[config.mk]
export PLATFORM = sky130hd
export DESIGN_NAME = gcd_req_arbiter
export DESIGN_NICKNAME = d
export VERILOG_FILES = /design/src/rtl/gcd_req_arbiter_pkg.sv /design/src/rtl/gcd_req_arbiter_rr_pick.sv /design/src/rtl/gcd_req_arbiter.sv
export SDC_FILE = /design/constraint.sdc
export NUM_CORES = 1
export LEC_CHECK = 0
export ABC_AREA = 1
export BUFFER_PORTS_ARGS = -buffer_cell sky130_fd_sc_hd__buf_2
export CORE_ASPECT_RATIO = 0.75
export CORE_UTILIZATION = 26
export DETAILED_ROUTE_END_ITERATION = 16
export PLACE_DENSITY = 0.56
export SLEW_MARGIN = 10
export SYNTH_ARGS = -nofsm -noshare
export SYNTH_HDL_FRONTEND = slang
export SYNTH_SLANG_ARGS = --single-unit
[constraint.sdc]
create_clock -name clock -period 5.5 [get_ports clock]
set_clock_uncertainty 0.1 [all_clocks]
set_input_delay 0.825 -clock clock [delete_from_list [all_inputs] [get_ports clock]]
set_output_delay 0.825 -clock clock [all_outputs]
set_load 0.03 [all_outputs]
[src/rtl/gcd_req_arbiter_pkg.sv]
// Shared definitions for the GCD request arbiter: FSM state encoding,
// default datapath width and a small modulo helper for the rr pointer.
package gcd_req_arbiter_pkg;

  localparam int DEFAULT_WIDTH = 32;

  typedef enum logic [2:0] {
    ST_IDLE   = 3'd0,
    ST_LAUNCH = 3'd1,
    ST_WAIT   = 3'd2,
    ST_DRAIN  = 3'd3,
    ST_RESP   = 3'd4
  } arb_state_t;

  // Increment with wrap back to zero at the modulus (modulus need not be a power of two).
  function automatic int wrap_inc(input int value, input int modulus);
    return (value + 1 >= modulus) ? 0 : value + 1;
  endfunction

endpackage

[src/rtl/gcd_req_arbiter_rr_pick.sv]
// Round-robin picker: grants the first requesting bit at or after ptr,
// wrapping around. Purely combinational so any shared-resource arbiter can reuse it.
module rr_pick #(
  parameter int N  = 4,
  parameter int IW = 2
) (
  input  logic [N-1:0]  req,
  input  logic [IW-1:0] ptr,
  output logic [N-1:0]  grant,
  output logic [IW-1:0] idx,
  output logic          any
);

  logic [N-1:0] upper_mask;
  logic [N-1:0] masked;
  logic [N-1:0] pick;

  // Bits at or above the pointer get first priority; the rest are the wrap-around.
  generate
    for (genvar gi = 0; gi < N; gi++) begin : g_mask
      assign upper_mask[gi] = (IW'(gi) >= ptr);
    end
  endgenerate

  assign masked = req & upper_mask;
  assign pick   = (|masked) ? masked : req;
  assign grant  = pick & (~pick + N'(1));
  assign any    = |req;

  // Encode the one-hot grant into an index.
  always_comb begin
    idx = '0;
    for (int i = 0; i < N; i++) begin
      if (grant[i]) idx = IW'(i);
    end
  end

endmodule

[src/rtl/gcd_req_arbiter.sv]
// Shares one GCD datapath between NUM_REQ requesters: round-robin grant,
// operand launch, done capture with stale-done drain, zero-operand shortcut,
// watchdog abort and a valid/ready response channel tagged with requester id.
module gcd_req_arbiter
  import gcd_req_arbiter_pkg::*;
#(
  parameter int NUM_REQ = 4,
  parameter int WIDTH   = DEFAULT_WIDTH,
  parameter int ID_W    = 2,
  parameter int TIMEOUT = 1024
) (
  input  logic                     clock,
  input  logic                     reset,
  input  logic [NUM_REQ-1:0]       req_valid,
  input  logic [NUM_REQ*WIDTH-1:0] req_x,
  input  logic [NUM_REQ*WIDTH-1:0] req_y,
  output logic [NUM_REQ-1:0]       req_ready,
  output logic                     resp_valid,
  input  logic                     resp_ready,
  output logic [ID_W-1:0]          resp_id,
  output logic [WIDTH-1:0]         resp_data,
  output logic                     resp_err,
  output logic [WIDTH-1:0]         gcd_x,
  output logic [WIDTH-1:0]         gcd_y,
  output logic                     gcd_go,
  input  logic                     gcd_done,
  input  logic [WIDTH-1:0]         gcd_out,
  output logic                     busy
);

  localparam int WD_W = $clog2(TIMEOUT + 1);
  localparam logic [WD_W-1:0] WD_LAST = WD_W'(TIMEOUT - 1);

  arb_state_t          state_reg, state_next;
  logic [ID_W-1:0]     rr_ptr_reg, rr_ptr_next;
  logic [WD_W-1:0]     wdog_reg, wdog_next;
  logic [WIDTH-1:0]    gcd_x_reg, gcd_x_next;
  logic [WIDTH-1:0]    gcd_y_reg, gcd_y_next;
  logic                gcd_go_reg, gcd_go_next;
  logic [NUM_REQ-1:0]  req_ready_reg, req_ready_next;
  logic [ID_W-1:0]     resp_id_reg, resp_id_next;
  logic [WIDTH-1:0]    resp_data_reg, resp_data_next;
  logic                resp_err_reg, resp_err_next;

  logic [NUM_REQ-1:0]  grant_onehot;
  logic [ID_W-1:0]     grant_idx;
  logic                grant_any;
  logic [WIDTH-1:0]    masked_x [NUM_REQ];
  logic [WIDTH-1:0]    masked_y [NUM_REQ];
  logic [WIDTH-1:0]    sel_x, sel_y;

  rr_pick #(
    .N  (NUM_REQ),
    .IW (ID_W)
  ) u_rr_pick (
    .req   (req_valid),
    .ptr   (rr_ptr_reg),
    .grant (grant_onehot),
    .idx   (grant_idx),
    .any   (grant_any)
  );

  // Per-requester operand slices, zeroed unless that requester wins the grant.
  generate
    for (genvar gi = 0; gi < NUM_REQ; gi++) begin : g_slice
      assign masked_x[gi] = grant_onehot[gi] ? req_x[gi*WIDTH +: WIDTH] : '0;
      assign masked_y[gi] = grant_onehot[gi] ? req_y[gi*WIDTH +: WIDTH] : '0;
    end
  endgenerate

  // OR-reduce the masked slices into the granted requester's operands.
  always_comb begin
    sel_x = '0;
    sel_y = '0;
    for (int i = 0; i < NUM_REQ; i++) begin
      sel_x = sel_x | masked_x[i];
      sel_y = sel_y | masked_y[i];
    end
  end

  // Next-state and registered-output logic for the single in-flight job.
  always_comb begin
    state_next     = state_reg;
    rr_ptr_next    = rr_ptr_reg;
    wdog_next      = wdog_reg;
    gcd_x_next     = gcd_x_reg;
    gcd_y_next     = gcd_y_reg;
    gcd_go_next    = gcd_go_reg;
    req_ready_next = '0;
    resp_id_next   = resp_id_reg;
    resp_data_next = resp_data_reg;
    resp_err_next  = resp_err_reg;
    case (state_reg)
      ST_IDLE: begin
        if (grant_any) begin
          req_ready_next = grant_onehot;
          gcd_x_next     = sel_x;
          gcd_y_next     = sel_y;
          resp_id_next   = grant_idx;
          resp_err_next  = 1'b0;
          rr_ptr_next    = ID_W'(wrap_inc(int'(grant_idx), NUM_REQ));
          // A zero operand makes the result trivial; the datapath is never started.
          if (sel_x == '0) begin
            resp_data_next = sel_y;
            state_next     = ST_RESP;
          end else if (sel_y == '0) begin
            resp_data_next = sel_x;
            state_next     = ST_RESP;
          end else begin
            gcd_go_next = 1'b1;
            wdog_next   = '0;
            state_next  = ST_LAUNCH;
          end
        end
      end
      ST_LAUNCH: begin
        wdog_next  = '0;
        state_next = ST_WAIT;
      end
      ST_WAIT: begin
        // Done takes priority over a watchdog expiring in the same cycle.
        if (gcd_done) begin
          resp_data_next = gcd_out;
          gcd_go_next    = 1'b0;
          state_next     = ST_DRAIN;
        end else if (wdog_reg == WD_LAST) begin
          resp_data_next = '0;
          resp_err_next  = 1'b1;
          gcd_go_next    = 1'b0;
          state_next     = ST_DRAIN;
        end else begin
          wdog_next = wdog_reg + WD_W'(1);
        end
      end
      ST_DRAIN: begin
        // Let a lingering done fall before the next job can see it.
        if (!gcd_done) state_next = ST_RESP;
      end
      ST_RESP: begin
        if (resp_ready) begin
          resp_err_next = 1'b0;
          state_next    = ST_IDLE;
        end
      end
      default: begin
        gcd_go_next = 1'b0;
        state_next  = ST_IDLE;
      end
    endcase
  end

  // State and output registers; reset clears everything immediately.
  always_ff @(posedge clock or posedge reset) begin
    if (reset) begin
      state_reg     <= ST_IDLE;
      rr_ptr_reg    <= '0;
      wdog_reg      <= '0;
      gcd_x_reg     <= '0;
      gcd_y_reg     <= '0;
      gcd_go_reg    <= 1'b0;
      req_ready_reg <= '0;
      resp_id_reg   <= '0;
      resp_data_reg <= '0;
      resp_err_reg  <= 1'b0;
    end else begin
      state_reg     <= state_next;
      rr_ptr_reg    <= rr_ptr_next;
      wdog_reg      <= wdog_next;
      gcd_x_reg     <= gcd_x_next;
      gcd_y_reg     <= gcd_y_next;
      gcd_go_reg    <= gcd_go_next;
      req_ready_reg <= req_ready_next;
      resp_id_reg   <= resp_id_next;
      resp_data_reg <= resp_data_next;
      resp_err_reg  <= resp_err_next;
    end
  end

  assign req_ready  = req_ready_reg;
  assign resp_valid = (state_reg == ST_RESP);
  assign resp_id    = resp_id_reg;
  assign resp_data  = resp_data_reg;
  assign resp_err   = resp_err_reg;
  assign gcd_x      = gcd_x_reg;
  assign gcd_y      = gcd_y_reg;
  assign gcd_go     = gcd_go_reg;
  assign busy       = (state_reg != ST_IDLE);

endmodule

* Word-level counts from Yosys, hierarchy flattened
Cells that the tools add are included.
Widths: inputs -> output; s select.
** Cells by class
- Bitwise gates (word level) :: 10
- Reductions and logical operators :: 16
- Magnitude comparators :: 5
- Mux-type cells :: 46
- Eq/ne operators :: 15
- Add/subtract/negate cells :: 3
** Operators with widths (number)
- $mux 32 :: 13
- $or 32x32->32 :: 6
- $logic_not 32->1 :: 2
- $pmux 32 s2 :: 1
- $mux 11 :: 5
- $pmux 11 s3 :: 1
- $mux 3 :: 7
- $pmux 3 s5 :: 1
- $ne 2x2->1 const B :: 7
- $mux 4 :: 3
- $add 11x1->11 const B :: 1
- $eq 11x10->1 const B :: 1
- $mux 1 :: 10
- $reduce_and 5->1 :: 2
- $reduce_bool 3->1 :: 3
- $and 4x4->4 :: 2
- $reduce_and 4->1 :: 2
- $reduce_or 4->1 :: 2
- $eq 3x2->1 const B :: 2
- $mux 2 :: 3
- $ne 3x3->1 const B :: 2
- $pmux 1 s3 :: 2
- $reduce_and 6->1 :: 1
- $add 4x1->4 const B :: 1
- 13 further kinds :: 15
** Storage, ports and cells
- Bits of input ports :: 296
- Bits in registers :: 120

* Depth between registers and ports, before layout
- Word-level depth :: 16
- Gate-level depth with buffers :: 23

* Hierarchy
Synthesis repeated with hierarchy kept, for this count alone.
** Second synthesis, totals
- Cells, all modules :: 1253
- Area total of the unflattened synthesis :: 7726.2 um2
** Modules (own cells, without submodules)
- gcd_req_arbiter :: area each 7591.0 um2, cells each 1223, times used 1
- rr_pick :: area each 135.1 um2, cells each 30, times used 1

* Least setup slack after synthesis
No wires, ideal clock.
- Path kind :: input to register
- Start point :: input port req_valid[3]
- End point :: register resp_data_reg[0], in the netlist resp_data[0]
- Slack :: 2.580 ns
- Cell stages on the path :: 21
- Arrival time :: 2.703 ns
- Setup time :: 0.117 ns
- Path buffers :: 3
- Cells stage by stage :: inv_1 > nand2_1 > nand2_1 > clkbuf_1 > nand3_2 > inv_2 > buf_2 > nand2_1 > nand3_1 > nor2_1 > nand2_1 > nor2_1 > nand2_1 > inv_2 > nand2_2 > nand3_2 > nand2_2 > inv_2 > buf_6 > nand2_1 > nand2_1
** Between the ends
- Word-level cells in the longest chain between the ends :: 14
- Elaborated cells on any way between the ends :: 30
- Those cells by class :: 1 x add/sub; 2 x eq/ne; 13 x mux; 9 x bitwise; 5 x reduce/logical
** Ends and longest elaborated chain
- from (decl) :: RTL line gcd_req_arbiter.sv:14 : input logic [NUM_REQ-1:0] req_valid,
- $and 4x4->4 :: RTL line gcd_req_arbiter_rr_pick.sv:25 : assign masked = req & upper_mask;
- $reduce_or 4->1 :: RTL line gcd_req_arbiter_rr_pick.sv:26 : assign pick = (|masked) ? masked : req;
- $mux 4 :: RTL line gcd_req_arbiter_rr_pick.sv:26
- $not 4->4 :: RTL line gcd_req_arbiter_rr_pick.sv:27 : assign grant = pick & (~pick + N'(1));
- $add 4x1->4 :: RTL line gcd_req_arbiter_rr_pick.sv:27
- $and 4x4->4 :: RTL line gcd_req_arbiter_rr_pick.sv:27
- $mux 32 :: RTL line gcd_req_arbiter.sv:66 : assign masked_x[gi] = grant_onehot[gi] ? req_x[gi*WIDTH +: WIDTH] : '0;
- $or 32x32->32 (3 in a row) :: RTL line gcd_req_arbiter.sv:76 : sel_x = sel_x | masked_x[i];
- $logic_not 32->1 or $mux 32 (tied branches) :: RTL line gcd_req_arbiter.sv:103, gcd_req_arbiter.sv:106
- $mux 32 :: RTL line gcd_req_arbiter.sv:103 : if (sel_x == '0) begin
- $mux 32 :: RTL line gcd_req_arbiter.sv:95 : if (grant_any) begin
- $pmux 32 s2 :: RTL line gcd_req_arbiter.sv:93 : case (state_reg)
- to (signal assigned) :: RTL line gcd_req_arbiter.sv:174 : resp_data_reg <= resp_data_next;
- to (decl) :: RTL line gcd_req_arbiter.sv:42 : logic [WIDTH-1:0] resp_data_reg, resp_data_next;
Parallel ways exist; a longest one is shown, timed or not. The select of a mux whose other input is x is not followed.
A chain may end at the register's enable or synchronous reset.

* Worst setup path in the final report
- Start point :: input port req_valid[3]
- End point :: register resp_data_reg[3], in the netlist resp_data[3]
Same word-level chain as after synthesis.

==> metrics.txt <==
final hold vios 0; number of global-route vias before repair 9,283; RSZ-0062 raised after global routing no; Post CTS Setup Buffer Count 0; Root Driver clkbuf_16; height of the chip between 150 and 200 µm; Crit Path Max Fanout 32; fraction of layout cells with a size suffix above 1 28.4%; CP Class in2reg; Final nets 1,980; Post-synth ARST share 100%; DIE WIDTH between 200 and 250 µm; row count between 50 and 60; DRT antenna net count 0; Synth Net Count 1,614; Overflow after GRT 0; Worst Setup Slack post-DPL just under 0.8 ns; Critical Path AT between 4 and 5 ns; Setup Viol. Count Final 0; final worst-path cycle share approximately four fifths; CP Capture Type flip-flop; Fillers 3,370; setup TNS 0 ns; CTS tree done; HP Class reg2reg; synthesized area 8040 µm²; biggest area consumer among synthesized cells dfrtp_1; Vias/cell approximately 4.7; minimum clock period 4.34 ns; Iteration-0 DRC Markers 752; post-route cell area 10,900 µm²; Pwr Density about 600 nW/µm²; leakage dissipation between 6 and 7 nW; Max rail drop VDD around 0.0003 V; initial cell density of the core around a quarter; I/O Buffers 401; vias after detailed routing approximately 9.8k; total power about 0.0067 W; Distinct cells, synth 31; EDFF count, synth 0; Avg Cell Area, Syn 6.10 µm²; Clock Pin Slew Worst Setup and Hold Paths 0.06 ns; Clock Power Share between 10% and 20%; io pins roughly 400; largest net degree at the start of global routing 132; Post-Synth Simple-Gate Area between 40% and 50%; Post-Synth XOR/XNOR Area 0%; Synth Area in Compound Gates ~7.4%; commonest register cell after synthesis dfrtp_1; final hold slack about 0.38 ns; max cap viols 0; Post-Synth Adder-Cell Area less than 1%; Slew @ Worst Pin 1.16 ns; gpl congestion a little over 0.9; CTS resizes 0; synth top area cells dfrtp_1 37%, nand2_1 30%, nand3_1 6.1%; Yosys top cell area share approximately 37%; switch share 55.1%; half-perimeter wire length after placement ~30 mm; initial antenna violation count 4; YS warnings 0; Flop pwr share between 20 and 25%; outcome completed; Max Transition Viols Final 0; area post-placement just over 10,000 µm²; CP Data Required Time between 5 and 6 ns; Max Clk Rate between 200 and 250 MHz; H-Tree Depth 4; first drt pass iteration count 5; TritonCTS Buffers 17; total die area around 32,000 µm²; post-synthesis sequential area ratio a little under two fifths; startpoint types input pin; P_int between 0.003 and 0.004 W; register bit total from synthesis 120; P_sw approximately 0.0037 W; core box area 30,300 µm²; clk sink count 120; DRC viols 0; GRT Overall Usage between 20 and 25%; largest family of logic cells by synthesized area simple AND/OR/NAND/NOR gates; final worst slack around 1.2 ns; area delta synth->final 36.1%; combinational power share between 50% and 60%; Mapped Cells between 1k and 1.5k; CTS max path bufs 2; DR WL/cell between 15 and 20 µm; multiplexer share of the synthesized area 0%; global-route wire length before repair 56.9 mm; max_slew headroom a little under a quarter; clk_lat worst skew about 0.43 ns; routed wire length 38.5 mm; hold-fix buffers at CTS 0
## layout make-up
class	count	area [µm²]	area share (%)
Clock buffer	17	425	3.89
Multi-Input combinational cell	1017	4280	39.1
Inverter	112	428	3.91
Sequential cell	120	3000	27.4
Clock inverter	15	191	1.75
Antenna cell	2	5.00	0.0457
Timing Repair Buffer	415	2110	19.3
Tap cell	399	499	4.56
## critical path, cell delays in order
cell     delay (ns)
buf_2          0.13
inv_1          0.10
nand2_1        0.05
nand2_1        0.06
buf_4          0.24
nor2_2         0.05
buf_4          0.20
nand3_4        0.28
inv_2          0.31
nand2_1        0.14
nand3_1        0.10
nor2_1         0.10
nand2_1        0.07
nor2_1         0.24
nand2_1        0.20
nor2_4         0.77
nand2_1        0.29
nand3_1        0.20
nand2_1        0.07
nand2_1        0.06
nand2_1        0.05
## synth_stat cells, types with 6 or more instances
cell,n
o21ai_1,11
inv_2,14
nand2_2,6
buf_2,19
a21oi_1,6
nand3_1,98
buf_4,7
inv_1,92
dfrtp_1,120
o21ai_0,89
nand4_1,38
clkinv_1,6
nand2_1,632
clkbuf_1,32
nor2_1,114
## final timing paths
path                                                  end  slack [ns]  cells past startpoint                       from
worst min register to register  resp_data[28]$_DFFE_PP0P_        0.38                      2  resp_data[28]$_DFFE_PP0P_
worst max-delay path             resp_data[3]$_DFFE_PP0P_        1.16                     21               req_valid[3]
max in group asynchronous          resp_id[0]$_DFFE_PP0P_        3.79                      3                      reset
worst max register to register   resp_data[3]$_DFFE_PP0P_        1.23                     20  rr_ptr_reg[1]$_DFFE_PP0P_
min in group asynchronous       resp_data[25]$_DFFE_PP0P_        0.45                      2                      reset
worst min-delay path            resp_data[28]$_DFFE_PP0P_        0.38                      2  resp_data[28]$_DFFE_PP0P_
## metal layers
metal | vias up | global-route usage, % | routed length, µm | share of wire, %
met4 | 2 | 5.43 | 567 | 1.5
met1 | 4592 | 32.7 | 17200 | 45
met2 | 374 | 39.5 | 17900 | 47
met5 | - | 0 | 11 | 0.029
met3 | 34 | 5.39 | 2780 | 7.2
li1 | 4842 | - | - | -
## layout by cell type, fill, tap and decap left out, types with 2 or more instances in the layout
| cell type | synthesis | routed |
|---|---|---|
| o21ai_0 | 89 | 89 |
| nand3_2 | 2 | 2 |
| buf_2 | 19 | 401 |
| nand3_1 | 98 | 98 |
| clkinv_1 | 6 | 6 |
| clkinv_4 | 0 | 6 |
| inv_1 | 92 | 90 |
| or2_2 | 3 | 3 |
| inv_6 | 0 | 6 |
| buf_4 | 7 | 14 |
| nand2_1 | 632 | 632 |
| nand4_1 | 38 | 38 |
| diode_2 | 0 | 2 |
| nor2_2 | 3 | 3 |
| nor3_1 | 4 | 4 |
| clkbuf_16 | 0 | 17 |
| inv_2 | 14 | 14 |
| dfrtp_1 | 120 | 120 |
| nand2_2 | 6 | 6 |
| nor2_1 | 114 | 113 |
| o211ai_1 | 2 | 2 |
| o21ai_1 | 11 | 11 |
| bufinv_16 | 0 | 3 |
| a21oi_1 | 6 | 6 |
## power groups by stage
stage	clock, W	sequential, W	combinational [W]
2_1_floorplan	0	0.00210	0.00203
3_3_place_gp	0	0.00150	0.00397
3_5_place_dp	0	0.00149	0.00401
4_1_cts	0.00123	0.00148	0.00401
5_1_grt	0.00127	0.00152	0.00441
6_report	0.00121	0.00149	0.00399
## through the flow
stage	utilization (%)	instances
after global placement	34.1	2063
final	36.1	2097
after global routing	36.1	2096
after CTS	36.1	2095
after floorplan	-	1317
after detailed placement	34.1	2063
## cells by family after synthesis
group                      Yosys count
buffers and inverters              180
AOI/OAI and AO/OA                  114
DFF                                120
adders and majority gates            1
and+or+nand+nor                    902
No activity file was read; power rests on OpenSTA's default activity.
